[src/rtl/credit_rd_pkg.sv]
// credit_rd_pkg: shared defaults, width helper and status record for the credit read engine
package credit_rd_pkg;
  localparam int DEF_N_CH = 2;
  localparam int DEF_ADDR_W = 8;
  localparam int DEF_DATA_W = 16;
  localparam int DEF_RD_LAT = 1;
  localparam int DEF_FIFO_DEPTH = 8;
  localparam int CRED_W = 16;
  typedef struct packed {
    logic [CRED_W-1:0] credit;
    logic overflow;
  } type_rd_status;
  function automatic int clog2_safe(input int v);
    return (v <= 2) ? 1 : $clog2(v);
  endfunction
endpackage

[src/rtl/credit_rd_fifo.sv]
// credit_rd_fifo: synchronous first-word-fall-through FIFO with sticky overflow flag
module credit_rd_fifo
  import credit_rd_pkg::*;
#(
  parameter int WIDTH = 16,
  parameter int DEPTH = 8
) (
  input  logic             clk,
  input  logic             reset_n,
  input  logic             push,
  input  logic             pop,
  input  logic [WIDTH-1:0] din,
  output logic [WIDTH-1:0] dout,
  output logic             empty,
  output logic             full,
  output logic             overflow_sticky
);
  localparam int AW = clog2_safe(DEPTH);
  localparam int CW = AW + 1;
  logic [WIDTH-1:0] mem [DEPTH];
  logic [AW-1:0] wr_ptr, rd_ptr;
  logic [CW-1:0] cnt;
  logic wr, rd;
  assign wr = push & !full;
  assign rd = pop & !empty;
  assign empty = cnt == '0;
  assign full = cnt == CW'(DEPTH);
  assign dout = mem[rd_ptr];
  always_ff @(posedge clk) begin
    if (!reset_n) begin
      wr_ptr <= '0;
      rd_ptr <= '0;
      cnt <= '0;
      overflow_sticky <= 1'b0;
    end else begin
      if (wr) wr_ptr <= wr_ptr + 1'b1;
      if (rd) rd_ptr <= rd_ptr + 1'b1;
      cnt <= cnt + CW'(wr) - CW'(rd);
      if (push & full) overflow_sticky <= 1'b1;
    end
  end
  always_ff @(posedge clk) if (wr) mem[wr_ptr] <= din;
endmodule

[src/rtl/credit_rd_multi.sv]
// credit_rd_multi: credit-gated address broadcast to N_CH RAMs, summed into an FWFT output FIFO
// Optional statistics outputs are enabled by defining CREDIT_RD_MULTI_STATS_EN.
module credit_rd_multi
  import credit_rd_pkg::*;
#(
  parameter int N_CH = DEF_N_CH,
  parameter int ADDR_W = DEF_ADDR_W,
  parameter int DATA_W = DEF_DATA_W,
  parameter int RD_LAT = DEF_RD_LAT,
  parameter int FIFO_DEPTH = DEF_FIFO_DEPTH
) (
  input  logic                     clk,
  input  logic                     reset_n,
  input  logic [ADDR_W-1:0]        s_addr_tdata,
  input  logic                     s_addr_tvalid,
  output logic                     s_addr_tready,
  output logic [N_CH-1:0]          mem_rd_en,
  output logic [N_CH*ADDR_W-1:0]   mem_rd_addr,
  input  logic [N_CH*DATA_W-1:0]   mem_rd_data,
  output logic [DATA_W-1:0]        m_data_tdata,
  output logic                     m_data_tvalid,
  input  logic                     m_data_tready,
  output logic                     fifo_overflow,
  output logic [$clog2(FIFO_DEPTH):0] credit_cnt
`ifdef CREDIT_RD_MULTI_STATS_EN
  ,
  output logic [31:0]              stat_addr_cnt,
  output logic [31:0]              stat_data_cnt,
  output logic [$clog2(FIFO_DEPTH):0] stat_max_used
`endif
);
  localparam int CW = $clog2(FIFO_DEPTH) + 1;
  logic reset_n_q, acc, pop, push, empty, full, ovf;
  logic [CRED_W-1:0] cred;
  logic [RD_LAT-1:0] vld;
  logic [DATA_W-1:0] sum, dout;
  type_rd_status st;
  assign st = '{credit: cred, overflow: ovf};
  assign s_addr_tready = reset_n_q & (st.credit != '0);
  assign acc = s_addr_tvalid & s_addr_tready;
  assign pop = m_data_tvalid & m_data_tready;
  assign push = vld[RD_LAT-1];
  assign credit_cnt = st.credit[CW-1:0];
  assign fifo_overflow = st.overflow;
  assign m_data_tvalid = !empty;
  assign m_data_tdata = empty ? '0 : dout;
  always_ff @(posedge clk) begin
    if (!reset_n) begin
      reset_n_q <= 1'b0;
      cred <= CRED_W'(FIFO_DEPTH);
      mem_rd_en <= '0;
      mem_rd_addr <= '0;
      vld <= '0;
    end else begin
      reset_n_q <= 1'b1;
      cred <= cred - CRED_W'(acc) + CRED_W'(pop);
      mem_rd_en <= {N_CH{acc}};
      if (acc) mem_rd_addr <= {N_CH{s_addr_tdata}};
      vld[0] <= mem_rd_en[0];
      for (int i = 1; i < RD_LAT; i++) vld[i] <= vld[i-1];
    end
  end
  // lanes are summed at the tail of the issue pipe, when RAM data is valid
  always_comb begin
    sum = '0;
    for (int k = 0; k < N_CH; k++) sum = sum + mem_rd_data[k*DATA_W +: DATA_W];
  end
  credit_rd_fifo #(.WIDTH(DATA_W), .DEPTH(FIFO_DEPTH)) u_fifo (
    .clk(clk),
    .reset_n(reset_n),
    .push(push),
    .pop(pop),
    .din(sum),
    .dout(dout),
    .empty(empty),
    .full(full),
    .overflow_sticky(ovf)
  );
`ifdef CREDIT_RD_MULTI_STATS_EN
  logic [CW-1:0] used;
  assign used = CW'(FIFO_DEPTH) - credit_cnt;
  always_ff @(posedge clk) begin
    if (!reset_n) begin
      stat_addr_cnt <= '0;
      stat_data_cnt <= '0;
      stat_max_used <= '0;
    end else begin
      stat_addr_cnt <= stat_addr_cnt + 32'(acc);
      stat_data_cnt <= stat_data_cnt + 32'(pop);
      if (used > stat_max_used) stat_max_used <= used;
    end
  end
`endif
endmodule

[config.mk]
export PLATFORM = sky130hd
export DESIGN_NAME = credit_rd_multi
export DESIGN_NICKNAME = d
export VERILOG_FILES = /design/src/rtl/credit_rd_pkg.sv /design/src/rtl/credit_rd_fifo.sv /design/src/rtl/credit_rd_multi.sv
export SDC_FILE = /design/constraint.sdc
export NUM_CORES = 1
export LEC_CHECK = 0
export CELL_PAD_IN_SITES_DETAIL_PLACEMENT = 1
export CELL_PAD_IN_SITES_GLOBAL_PLACEMENT = 1
export CORE_MARGIN = 2
export CORE_UTILIZATION = 51
export DETAILED_ROUTE_END_ITERATION = 7
export GPL_ROUTABILITY_DRIVEN = 1
export PLACE_DENSITY = 0.88
export SLEW_MARGIN = 15
export SYNTH_ARGS = -nofsm -noshare
export SYNTH_HDL_FRONTEND = slang
export SYNTH_SLANG_ARGS = --single-unit
[constraint.sdc]
create_clock -name clk -period 7.7 [get_ports clk]
set_input_delay 1.155 -clock clk [delete_from_list [all_inputs] [get_ports clk]]
set_output_delay 1.155 -clock clk [all_outputs]
set_load 0.02 [all_outputs]
== Yosys cells after proc, flatten, opt, wreduce, memory -nomap -nowiden ==
Memory sizes are Yosys's and may differ from the RTL's. A register that Yosys moved wholly into a read port is not among the register bits.
Cells that the tools add are included.

* Flip-flop bits (word level): 46
* Memory bits (writable): 128
* Input bits: 44
* Output and inout port bits: 41
* Logic and storage cells: 34
* Memories kept: 1

* Add/subtract/negate cells: 7
* Equality and inequality tests: 1
* Multiplexer cells: 6
* Bitwise operators: 6
* Reductions and logical operators: 4

{| class="wikitable"
|+ Memory list
! memory !! depth !! bits a word !! read ports !! clocked after memory_dff !! wr ports !! line !! text
|-
| u_fifo.mem || 8 || 16 || 1 || 1 || 1 || credit_rd_fifo.sv:20 || <nowiki>logic [WIDTH-1:0] mem [DEPTH];</nowiki>
|}

{| class="wikitable"
|+ Operators with widths
! operator !! count
|-
| $add 16x1->16 || 1
|-
| $add 16x16->16 || 1
|-
| $mux 16 || 1
|-
| $reduce_bool 16->1 || 1
|-
| $sub 16x1->16 || 1
|-
| $add 3x1->3 const B || 2
|-
| $and 1x1->1 || 6
|-
| $mux 3 || 2
|-
| $add 4x1->4 || 1
|-
| $eq 4x4->1 const B || 1
|-
| $logic_not 4->1 || 1
|-
| $sub 4x1->4 || 1
|-
| $mux 1 || 3
|-
| $logic_not 1->1 || 2
|}

== Depth between registers and ports, before layout ==
* Depth in word-level cells: 6
* Mapped depth: 15
* Mapped depth without buffers: 15

== By module ==
A second synthesis with hierarchy kept.

* Cells, all modules: 629
* Area total of the unflattened synthesis: 8562.0 um^2

{| class="wikitable"
|+ By module, submodules not included
! module !! instances !! cells each !! area an instance (um^2) !! sequential area each (um^2)
|-
| credit_rd_fifo || 1 || 267 || 5654.2 || 4124.0
|-
| credit_rd_multi || 1 || 362 || 2907.8 || 540.5
|}

== Least setup slack after synthesis ==
No wires, ideal clock.

* Path kind: in2reg
* Start: input s_addr_tvalid
* End: register cred[14]
* Library setup time: 0.072 ns
* Arrival: 3.340 ns
* Required time: 7.628 ns
* Slack: 4.288 ns
* Stages on the path: 11
* Path buffers: 0
* Cell sequence: nand2_2 > inv_1 > ha_1 > inv_1 > ha_1 > fa_1 > a21oi_2 > o22ai_2 > o21a_2 > a2111oi_4 > mux2i_1

* Word-level cells in the longest chain between the ends: 3

{| class="wikitable"
|+ RTL lines
! item !! line !! text
|-
| from (decl) || credit_rd_multi.sv:15 || <nowiki>input logic s_addr_tvalid,</nowiki>
|-
| $and 1x1->1 || credit_rd_multi.sv:40 || <nowiki>assign acc = s_addr_tvalid & s_addr_tready;</nowiki>
|-
| via acc || credit_rd_multi.sv:33 || <nowiki>logic reset_n_q, acc, pop, push, empty, full, ovf;</nowiki>
|-
| $sub 16x1->16 || credit_rd_multi.sv:56 || <nowiki>cred <= cred - CRED_W'(acc) + CRED_W'(pop);</nowiki>
|-
| $add 16x1->16 || credit_rd_multi.sv:56 ||
|-
| to (signal assigned) || credit_rd_multi.sv:50 || <nowiki>cred <= CRED_W'(FIFO_DEPTH);</nowiki>
|-
| to (signal assigned) || credit_rd_multi.sv:56 ||
|-
| to (decl) || credit_rd_multi.sv:34 || <nowiki>logic [CRED_W-1:0] cred;</nowiki>
|}

The timed path passes the listed nets, and every way through them passes these cells.
A chain may end at the register's enable or synchronous reset.

==> impl_metrics.tcl <==
set metrics [dict create \
    outcome "finished clean" \
    cp-end-kind "primary output" \
    cp_slowest_stage_delay_ps 770 \
    clock_sinks 169 \
    layout.cells.non_filler 904 \
    cts_buffer_depth 2 \
    initial_core_util 0.5152 \
    finalCritPeriodShare 0.4937 \
    hpwlAfterDp_um 13890 \
    grt_pass1_wl_um 31040 \
    drc 0 \
    cts_root_buffer "clkbuf_16" \
    worstPathCellList "mux4_2 > mux2i_1 > nor2_1 > clkdlybuf4s50_1" \
    syn_area_per_cell_um2 13.51 \
    min_to "push" \
    cp.required_ps 6550 \
    postSynthCellCount 599 \
    nFillCells 1509 \
    rr_worst_depth 15 \
    peakVddDrop_v 0.0001791 \
    clock.fmax_mhz 263.1 \
    track_usage 0.2508 \
    rr_startpoint "cred[10]" \
    ys_top_cells_by_area "edfxtp_1 47%, dfxtp_1 10%, mux4_2 8.9%, ha_1 7.1%, mux2i_1 4.1%" \
    num_rows 46 \
    die_y_um 130.0 \
    wl_um 20180 \
    ff2ff_setup_slack_ps 3930 \
    syn-num-nets 692 \
    async_flop_share 0 \
    final_nets 768 \
    drive_above_1_share 0.1177 \
    yosys.area.top_type "edfxtp_1" \
    yosys_register_bits 169 \
    grt_max_degree 33 \
    hold_viol 0 \
    holdPathStages 1 \
    clk_latency_ps 430 \
    grt_pass1_vias 5640 \
    worstSetupPathType "reg2out" \
    min_from "mem_rd_en[0]" \
    ys_seq_area_frac 0.5762 \
    cp_slowest_cell "dfxtp_4" \
    syn_area_um2 8095 \
    layout_setup_ws_ps 3899 \
    die_x_um 130.0 \
    cp-start-kind "flop" \
    grt-ovfl-total 0 \
    leakage_nw 3.437 \
    setup_tns_ps 0 \
    synth_edf_count 128 \
    finalCriticalPeriod_ps 3801 \
    fin_hold_ws_ps 523.2 \
    clkSlewWorstSetupHoldPaths_ps 60 \
    drv_slew 0 \
    viasPerCell 5.699 \
    arrival_ps 2650 \
    ant_nets 0 \
    path_max_fanout 32 \
    core_um2 15710 \
    top_level_ports 85 \
    cts_resized 0 \
    power_density_nw_per_um2 351.5 \
    n_antenna_cell 0 \
    drtPass1Iterations 5 \
    skew_ps 7.167 \
    cts_tree "done" \
    relSlewSlack 0.1967 \
    dp.cells 872 \
    max_cap_violations 0 \
    syn2layout_area_growth_pct 19.63 \
    wl_per_cell_um 22.32 \
    drt-initial-drc-count 307 \
    synth.top_cell.area_share 0.4748 \
    worst_slew_pin_slew_ps 1204 \
    rr_endpoint "cred[14]" \
    portBuffers 84 \
    gp_congestion 0.8374 \
    hold_path.class "reg2reg" \
    htree_num_levels 4 \
    finalSetupViolations 0 \
    ys_types 56 \
    cts_buffers 17 \
    synth_top_flop_cell "edfxtp_1" \
    dieArea_um2 16900 \
    rsz0062_at_grt "false" \
    vias 5152 \
    antenna_found_initial 0 \
    yosysWarnings 0 \
    preCtsSetupSlack_ps 3561 \
    cts_setup_buffers 0 \
    cts_hold_buf 0 \
]
-- metal layers --
layer  vias to the layer above  part of all wire  track usage
li1                       2359                 -            -
met1                      2575              0.40       0.3052
met2                       177              0.53       0.4450
met3                        41             0.048      0.04920
met4                         0             0.021      0.09235
met5                         -                 0            0
-- through the flow --
stage	total power, mW	instance area, µm²	utilization
5_1_grt	3.581	9684	0.6163
3_3_place_gp	2.454	9095	0.5788
4_1_cts	3.418	9682	0.6162
2_1_floorplan	2.114	8095	-
6_report	3.404	9684	0.6163
3_5_place_dp	2.555	9095	0.5788
-- registers in the layout, indices dropped and copies added (netlist names), named ones only --
| register | count |
|---|---|
| u_fifo.rd_ptr | 3 |
| mem_rd_addr | 8 |
| u_fifo.wr_ptr | 3 |
| u_fifo.cnt | 4 |
| cred | 16 |
| u_fifo.mem | 128 |
| u_fifo.overflow_sticky | 1 |
| reset_n_q | 1 |
| mem_rd_en | 1 |
| push | 1 |
-- cell families after synthesis --
kind of cell,share of synthesized area
flops,0.5762
simple gates,0.08284
compound gates,0.06925
buf+inv,0.03848
mux,0.1298
fa+ha+maj,0.07852
xor+xnor,0.02488
-- how the worst max path moves through the flow --
stage / from / to / slack (ps) / cells past startpoint
final: flop / m_data_tdata[5] / 3900 / 4
after global routing: cred[10] / cred[14] / 3720 / 15
after CTS: flop / m_data_tdata[4] / 3440 / 4
after detailed placement: s_addr_tvalid / cred[14] / 3560 / 12
after global placement: s_addr_tvalid / cred[14] / 3720 / 12
after floorplan: s_addr_tvalid / cred[14] / 4290 / 11
-- worst max-delay path, delay by kind of cell (launching register included) --
family | cells | cell delay [ps]
buffers and inverters | 1 | 570
AND/OR/NAND/NOR | 1 | 70
flip-flops | 1 | 770
multiplexers | 2 | 790
-- placed cells by master (no fill, tap or decap), types with 6 or more instances in the layout --
| cell type | instances |
|---|---|
| a21oi_1 | 28 |
| clkbuf_16 | 17 |
| clkdlybuf4s50_1 | 84 |
| dfxtp_1 | 40 |
| edfxtp_1 | 128 |
| ha_1 | 46 |
| inv_1 | 38 |
| mux2i_1 | 33 |
| mux4_2 | 32 |
| nand2_1 | 27 |
| nand2b_1 | 15 |
| nand3_1 | 6 |
| nor2_1 | 55 |
| nor2_2 | 6 |
| nor2b_1 | 9 |
| o21ai_0 | 17 |
| xnor2_1 | 13 |
| xor2_1 | 10 |
-- cell type report --
class,instances,area [µm²],share of cell area
Sequential cell,169,4668,0.4820
Multi-Input combinational cell,362,3157,0.3260
Timing Repair Buffer,86,855.8,0.08837
Clock buffer,19,432.9,0.04470
Tap cell,216,270.3,0.02791
Clock inverter,13,153.9,0.01589
Inverter,39,146.4,0.01512
-- report_power, final --
part / switching, mW / internal, mW / total (mW)
logic: 0.755 / 0.623 / 1.38
clock network: 0.352 / 0.507 / 0.859
registers: 0.0854 / 1.08 / 1.17
total: 1.19 / 2.21 / 3.40
-- synthesized netlist by cell type, types with 2 or more instances --
cell,instances
nand2_1,27
inv_1,38
nand2b_1,15
a21oi_2,3
buf_1,4
nor2_1,61
o21a_1,2
mux4_2,32
xnor2_1,13
a21oi_1,28
xor2_1,10
buf_2,5
and3_1,3
nand4_1,2
buf_4,13
nor3b_1,2
mux2i_1,33
o31ai_1,3
a211oi_1,4
ha_1,46
clkbuf_1,6
a21o_1,4
nor2b_1,9
edfxtp_1,128
o21ai_0,17
fa_1,3
nand3_1,6
and2_1,5
nor3_1,7
dfxtp_1,41
o211ai_1,3
nor3b_2,2
(Power assumes the default switching activity.)
